[src/rtl/adpcm_dql_gen.sv]
// adpcm_dql_gen: RECONST table lookup plus ADDA scaling in a two-stage valid/ready pipeline.
// Optional output transfer counter o_sample_cnt when ADPCM_DQL_SAMPLE_CNT_EN is defined.
module adpcm_dql_gen #(
  parameter int Y_W = 13,
  parameter int DQL_W = 12
) (
  input  logic             clk,
  input  logic             reset_n,
  input  logic             i_valid,
  output logic             i_ready,
  input  logic [1:0]       i_rate,
  input  logic [4:0]       i_code,
  input  logic [Y_W-1:0]   i_y,
  output logic             o_valid,
  input  logic             o_ready,
  output logic [DQL_W-1:0] o_dql,
  output logic             o_dqs
`ifdef ADPCM_DQL_SAMPLE_CNT_EN
  , output logic [15:0]    o_sample_cnt
`endif
);
  localparam int T16 [4]  = '{116, 365, 365, 116};
  localparam int T24 [8]  = '{-2048, 135, 273, 373, 373, 273, 135, -2048};
  localparam int T32 [16] = '{-2048, 4, 135, 213, 273, 323, 373, 425,
                              425, 373, 323, 273, 213, 135, 4, -2048};
  localparam int T40 [32] = '{-2048, -66, 28, 104, 169, 224, 274, 318,
                              358, 401, 440, 474, 506, 542, 568, 594,
                              594, 568, 542, 506, 474, 440, 401, 358,
                              318, 274, 224, 169, 104, 28, -66, -2048};

  logic             s1_valid, s1_dqs, s1_en, s2_en, dqs;
  logic [DQL_W-1:0] s1_dqln, dqln;
  logic [Y_W-3:0]   s1_y4;

  assign s2_en   = !o_valid || o_ready;
  assign s1_en   = !s1_valid || s2_en;
  assign i_ready = s1_en;

  // Only the low N bits of the codeword select the entry; the top one of them is the sign.
  always_comb begin
    dqs  = i_rate == 2'd0 ? i_code[1] : i_rate == 2'd1 ? i_code[2] :
           i_rate == 2'd2 ? i_code[3] : i_code[4];
    dqln = i_rate == 2'd0 ? DQL_W'(T16[i_code[1:0]]) :
           i_rate == 2'd1 ? DQL_W'(T24[i_code[2:0]]) :
           i_rate == 2'd2 ? DQL_W'(T32[i_code[3:0]]) : DQL_W'(T40[i_code[4:0]]);
  end

  always_ff @(posedge clk or negedge reset_n) begin
    if (!reset_n) begin
      s1_valid <= 1'b0;
      s1_dqln  <= '0;
      s1_dqs   <= 1'b0;
      s1_y4    <= '0;
    end else if (s1_en) begin
      s1_valid <= i_valid;
      if (i_valid) begin
        s1_dqln <= dqln;
        s1_dqs  <= dqs;
        s1_y4   <= i_y[Y_W-1:2];
      end
    end
  end

  always_ff @(posedge clk or negedge reset_n) begin
    if (!reset_n) begin
      o_valid <= 1'b0;
      o_dql   <= '0;
      o_dqs   <= 1'b0;
    end else if (s2_en) begin
      o_valid <= s1_valid;
      if (s1_valid) begin
        o_dql <= s1_dqln + DQL_W'(s1_y4);
        o_dqs <= s1_dqs;
      end
    end
  end

`ifdef ADPCM_DQL_SAMPLE_CNT_EN
  always_ff @(posedge clk or negedge reset_n) begin
    if (!reset_n) o_sample_cnt <= '0;
    else if (o_valid && o_ready) o_sample_cnt <= o_sample_cnt + 16'd1;
  end
`endif
endmodule

[config.mk]
export PLATFORM = sky130hd
export DESIGN_NAME = adpcm_dql_gen
export DESIGN_NICKNAME = d
export VERILOG_FILES = /design/src/rtl/adpcm_dql_gen.sv
export SDC_FILE = /design/constraint.sdc
export NUM_CORES = 1
export LEC_CHECK = 0
export CAP_MARGIN = 20
export CORE_ASPECT_RATIO = 0.8
export CORE_MARGIN = 1.5
export CORE_UTILIZATION = 45
export DETAILED_ROUTE_END_ITERATION = 7
export HOLD_SLACK_MARGIN = 0.05
export PLACE_DENSITY = 0.67
export SETUP_SLACK_MARGIN = 0.02
export SYNTH_ARGS = -nofsm -noshare
export SYNTH_HDL_FRONTEND = slang
export SYNTH_SLANG_ARGS = --single-unit
export TNS_END_PERCENT = 20
[constraint.sdc]
create_clock -name clk -period 3.7 [get_ports clk]
set_input_delay 0.555 -clock clk [delete_from_list [all_inputs] [get_ports clk]]
set_output_delay 0.555 -clock clk [all_outputs]
set_load 0.01 [all_outputs]
Yosys cells after proc, flatten, opt, wreduce, memory -nomap -nowiden
Memories as Yosys holds them, arrays and structs flattened.
Index checks and enable logic that the tools add are counted.
{"block": "word_totals", "regBits": 39, "latch_bits": 0, "ram_bits": 0, "mem_bits_ro": 1792, "inputBits": 24, "out_inout_bits": 15, "wordCells": 43, "mem_count": 3}
{"memory": "(name not given)", "depth": 32, "word_bits": 32, "rd": 1, "rd_clocked_by_memory_dff": 0, "write_ports": 0, "line_no": "45", "source": "i_rate == 2'd2 ? DQL_W'(T32[i_code[3:0]]) : DQL_W'(T40[i_code[4:0]]);"}
{"memory": "(name not given)", "depth": 16, "word_bits": 32, "rd": 1, "rd_clocked_by_memory_dff": 0, "write_ports": 0, "line_no": "45"}
{"memory": "(name not given)", "depth": 8, "word_bits": 32, "rd": 1, "rd_clocked_by_memory_dff": 0, "write_ports": 0, "line_no": "44", "source": "i_rate == 2'd1 ? DQL_W'(T24[i_code[2:0]]) :"}
{"block": "classes", "n_addsub": 1, "multipliers": 0, "div_mod_pow": 0, "n_lt_le_gt_ge": 4, "eq_ne": 2, "n_shift": 0, "muxes": 15, "bitwise_logic": 4, "reduce_logical": 7}
{"cell": "12-bit two-way mux", "count": 11}
{"cell": "32-bit binary-select mux with 2-bit select", "count": 1}
{"cell": "12-bit by 11-bit adder with 12-bit output", "count": 1}
{"cell": "6-bit >= comparator, second input constant", "count": 1}
{"cell": "5-bit inverter with 6-bit output", "count": 1}
{"cell": "5-bit >= comparator, second input constant", "count": 1}
{"cell": "4-bit inverter with 5-bit output", "count": 1}
{"cell": "4-bit >= comparator, second input constant", "count": 1}
{"cell": "3-bit inverter with 4-bit output", "count": 1}
{"cell": "2-bit AND reduction", "count": 2}
{"cell": "3-bit >= comparator, second input constant", "count": 1}
{"cell": "1-bit two-way mux", "count": 3}
{"cell": "2-bit inverter with 3-bit output", "count": 1}
{"cell": "2-bit by 1-bit equality test with 1-bit output, second input constant", "count": 1}
{"cell": "2-bit equality test, second input constant", "count": 1}
{"cell": "1-bit logical NOT", "count": 2}
{"cell": "2-bit logical NOT", "count": 1}
{"cell": "1-bit logical OR", "count": 2}

Longest topological paths before layout
{"block": "logic_depth", "word_depth": 7, "mapped_depth": 9, "mapped_depth_nobuf": 8}

Worst setup path before layout
OpenSTA, ideal clock, no wires.
{"block": "synth_timing", "path_kind": "input port to flip-flop", "from": "input i_code[1]", "to": "register s1_dqln[2]", "setup_ns": 0.122, "t_arrival_ns": 2.133, "required_ns": 3.578, "setup_slack_ns": 1.445, "stages": 8, "path_buffers": 2, "path_cell_list": "clkbuf_8 inv_1 ha_1 clkbuf_1 mux4_1 mux2i_1 nand3_1 a32o_1"}
{"block": "synth_between", "elab_chain_cells": 7, "word_cells_on_any_way": 19, "classes_between": "mux: 12; bitwise: 4; memory: 3"}
{"element": "start, declared", "line_no": "12", "source": "input logic [4:0] i_code,"}
{"element": "5-bit inverter with 6-bit output (not written as such) or 4-bit inverter with 5-bit output (tied branches)", "line_no": "45"}
{"element": "memory read 32 x 32 bit or memory read 16 x 32 bit (tied branches)"}
{"element": "12-bit two-way mux (not written as such) (2 in a row)", "line_no": "45"}
{"element": "12-bit two-way mux", "line_no": "45"}
{"element": "12-bit two-way mux", "line_no": "44"}
{"element": "12-bit two-way mux *", "line_no": "43", "source": "dqln = i_rate == 2'd0 ? DQL_W'(T16[i_code[1:0]]) :"}
{"element": "end signal, assigned", "line_no": "57", "source": "s1_dqln <= dqln;"}
{"element": "end, declared", "line_no": "32", "source": "logic [DQL_W-1:0] s1_dqln, dqln;"}
Mark *: on every way between the ends. The rest lies on a longest branch, timed or not. The select of a mux whose other input is x is not followed.
A chain may end at the register's enable or synchronous reset.

Worst setup path in the final report
{"block": "layout_timing", "from": "input i_code[0]", "to": "register s1_dqln[7]"}
The elaborated chain is that of the path after synthesis.

==> run_results.csv <==
group,metric,value,unit
grt,grtUsageMet3,0.0353,
worst_setup_path,crit_arrival,2.89,ns
logic_synthesis,netlist_area,0.00313,mm2
worst_setup_path,r2r-end,"o_dql[10]$_DFFE_PN0P_",
floorplanning,dieArea,0.00746,mm2
timing,worst_slack,0.963,ns
logic_synthesis,synth_fp_nets,415,
worst_setup_path,cp_data_required_time,3.85,ns
detailed_routing,route.vias.total,2848,
placed_design,dp_hpwl,5770,um
worst_setup_path,r2r-start,"s1_dqln[0]$_DFFE_PN0P_",
detailed_routing,drcViolationCount,0,
logic_synthesis,synth_top_family_by_area,"compound AO/OA/AOI/OAI gates",
grt,grt.busiest_layer,"met1",
pwr,p_leak,1.58,nW
worst_setup_path,start_kind,"input pin",
clock_network,root_buffer,"clkbuf_8",
worst_setup_path,critPathMaxStageDelay,0.63,ns
clock_network,cts_tree,"done",
grt,gr-total-overflow,0,
detailed_routing,routed_wl,7870,um
logic_synthesis,ys_ff_latch,39,
grt,grt_pass1_vias,2611,
logic_synthesis,synth-compound-area-share,0.235,
floorplanning,design.core.area,0.00654,mm2
timing,fin_crit_sh,0.740,
grt,globalRouteMet1Util,0.367,
worst_setup_path,endpoint,"s1_dqln[7]$_DFFE_PN0P_",
worst_setup_path,end_kind,"register",
finish,drive_gt1_frac,0.0630,
worst_setup_path,crit_path_start,"i_code[0]",
worst_setup_path,r2r_slack,1.36,ns
logic_synthesis,synth_edf_count,0,
timing,max_freq,365,MHz
timing,fin_skew,0.00456,ns
finish,mostFrequentLayoutCells,"nand2_1, dfrtp_1, clkdlybuf4s50_1",
logic_synthesis,yosys.area_share.xor_xnor,0.0168,
logic_synthesis,synth.distinct_cells,59,
placed_design,pre_cts_ws,0.706,ns
detailed_routing,avgRoutedWirePerCell,16.4,um
detailed_routing,routed_via_density,5.92,
detailed_routing,drt_iter0_markers,212,
pwr,p_per_area,424,mW/mm2
floorplanning,core.rowCount,26,
floorplanning,die_x,96.2,um
flow_run,drv_cap,0,
grt,grt_pass1_wl,13300,um
detailed_routing,ant_nets,0,
finish,fillCellCount,632,
finish,nets,442,
clock_network,cts_resized,0,
clock_network,postCtsSetupBuffers,0,
finish,layout_commonest_cell,"nand2_1",
timing,setup_viol,0,
timing,whs,0.374,ns
finish,final_util,0.543,
timing,fin_crit,2.74,ns
logic_synthesis,synth-simple-area-share,0.224,
grt,met2_usage,0.318,
worst_setup_path,slowest_stage,"clkdlybuf4s50_1",
worst_setup_path,critPathKind,"in -> reg",
clock_network,clkLatencyLatePin,0.29,ns
clock_network,clk_path_buf_depth,2,
timing,timing.slew.headroom,0.418,
pwr,ir_drop,243,uV
timing,finalSetupTns,0,ns
outcome,outcome,"finished clean",
floorplanning,pin_count,39,
placed_design,portBuffers,36,
timing,worstMarginPinSlew,0.873,ns
finish,regArea,976,um2
grt,gr-usage-all-layers,0.227,
timing,hold_viol,0,
timing,rsz0062_at_grt,"no",
hold_path,worstHoldPathType,"in -> async",
logic_synthesis,synthAdderAreaFrac,0.0904,
clock_network,h-tree-depth,2,
clock_network,cts-buffers-inserted,5,
logic_synthesis,synthArstFlopShare,1.00,
detailed_routing,first_pass_iters,5,
clock_network,holdBufCountCts,0,
finish,area_growth_syn_to_layout,13.6,%
floorplanning,die_height,77.6,um
logic_synthesis,ys_warn_count,0,
worst_setup_path,crit_chain,"clkdlybuf4s50_1 > inv_1 > ha_1 > and2b_1 > a21oi_1 > mux4_2 > a211oi_1 > o31ai_1",
grt,grt_max_degree,40,
finish,multi_input_area,0.00192,mm2
grt,antenna_found_initial,0,
worst_setup_path,cp_max_fo,7,
logic_synthesis,synth_mux_area_frac,0.0460,
timing,slew_violations,0,
clock_network,clk_pin_slew,0.07,ns
logic_synthesis,ys_seq_area_frac,0.312,
placed_design,place_congestion,0.912,
finish,diodes,0,
worst_setup_path,reg2reg_depth,8,
logic_synthesis,synth-main-ff-cell,"dfrtp_1",
floorplanning,initial_core_util,0.478,
logic_synthesis,synthCells,369,
logic_synthesis,syn_avg_cell_area,8.47,um2
clock_network,cts_sinks,39,
[cells in the mapped netlist, drive strengths merged (8+ instances only)]
cell    number  area [um2]
nand3        8        40.0
nor2b        8        50.1
clkbuf      14         123
nand2b       9        56.3
nand2       78         293
a21oi       23         119
dfrtp       39         976
buf         10        71.3
o21ai       20         100
nor2        16        60.1
inv         10        37.5
ha          21         263
[layer usage]
metal,wire (um),part of all wire
met5,0,0
met4,68,0.0086
met3,492,0.063
met2,3250,0.41
met1,4050,0.52
[final cells by class]
cell class	count	share of cell area
Multi-Input combinational cell	295	0.539
Timing Repair Buffer	44	0.117
Clock buffer	8	0.0282
Sequential cell	39	0.275
Inverter	11	0.0116
Tap cell	84	0.0296
[critical path: cells and delay by family]
kind / cells / cell delay (ns)
simple gates: 1 / 0.31
mux: 1 / 0.45
buf+inv: 2 / 0.80
compound gates: 3 / 0.45
fa+ha+maj: 1 / 0.33
[sequential cells by signal, indices dropped and copies added, names as in the netlist]
name      count
o_dqs         1
s1_dqln      12
s1_dqs        1
o_dql        12
s1_valid      1
s1_y4        11
o_valid       1
[where the power goes]
part / switching [mW] / internal [mW]
Clock: 0.148 / 0.170
Combinational: 0.322 / 0.297
Sequential: 0.0530 / 0.516
Total: 0.524 / 0.984
[per-stage QoR]
stage               cells  cell area (um2)  power [mW]
finish                481             3550        1.51
global route          481             3550        1.61
CTS                   481             3550        1.51
detailed placement    473             3450        1.19
global placement      473             3450        1.19
floorplan             369             3130       0.960
[cell families (layout without fill, tap and decap cells)]
| family | count (synthesis) | in the layout |
|---|---|---|
| AO/OA/AOI/OAI | 108 | 108 |
| XOR/XNOR | 6 | 6 |
| adder cells (fa/ha/maj) | 22 | 22 |
| buffers and inverters | 35 | 63 |
| flip-flops | 39 | 39 |
| multiplexers | 9 | 9 |
| AND/OR/NAND/NOR | 150 | 150 |
[worst min path at each step]
stage,end,slack (ns),depth (start not counted)
final,s1_y4[10]$_DFFE_PN0P_,0.37,1
after global routing,s1_y4[10]$_DFFE_PN0P_,0.47,1
after CTS,s1_y4[7]$_DFFE_PN0P_,0.41,1
after detailed placement,o_dqs$_DFFE_PN0P_,0.47,2
after global placement,o_dqs$_DFFE_PN0P_,0.46,2
after floorplan,o_dql[0]$_DFFE_PN0P_,0.26,0
(Power assumes the default switching activity.)
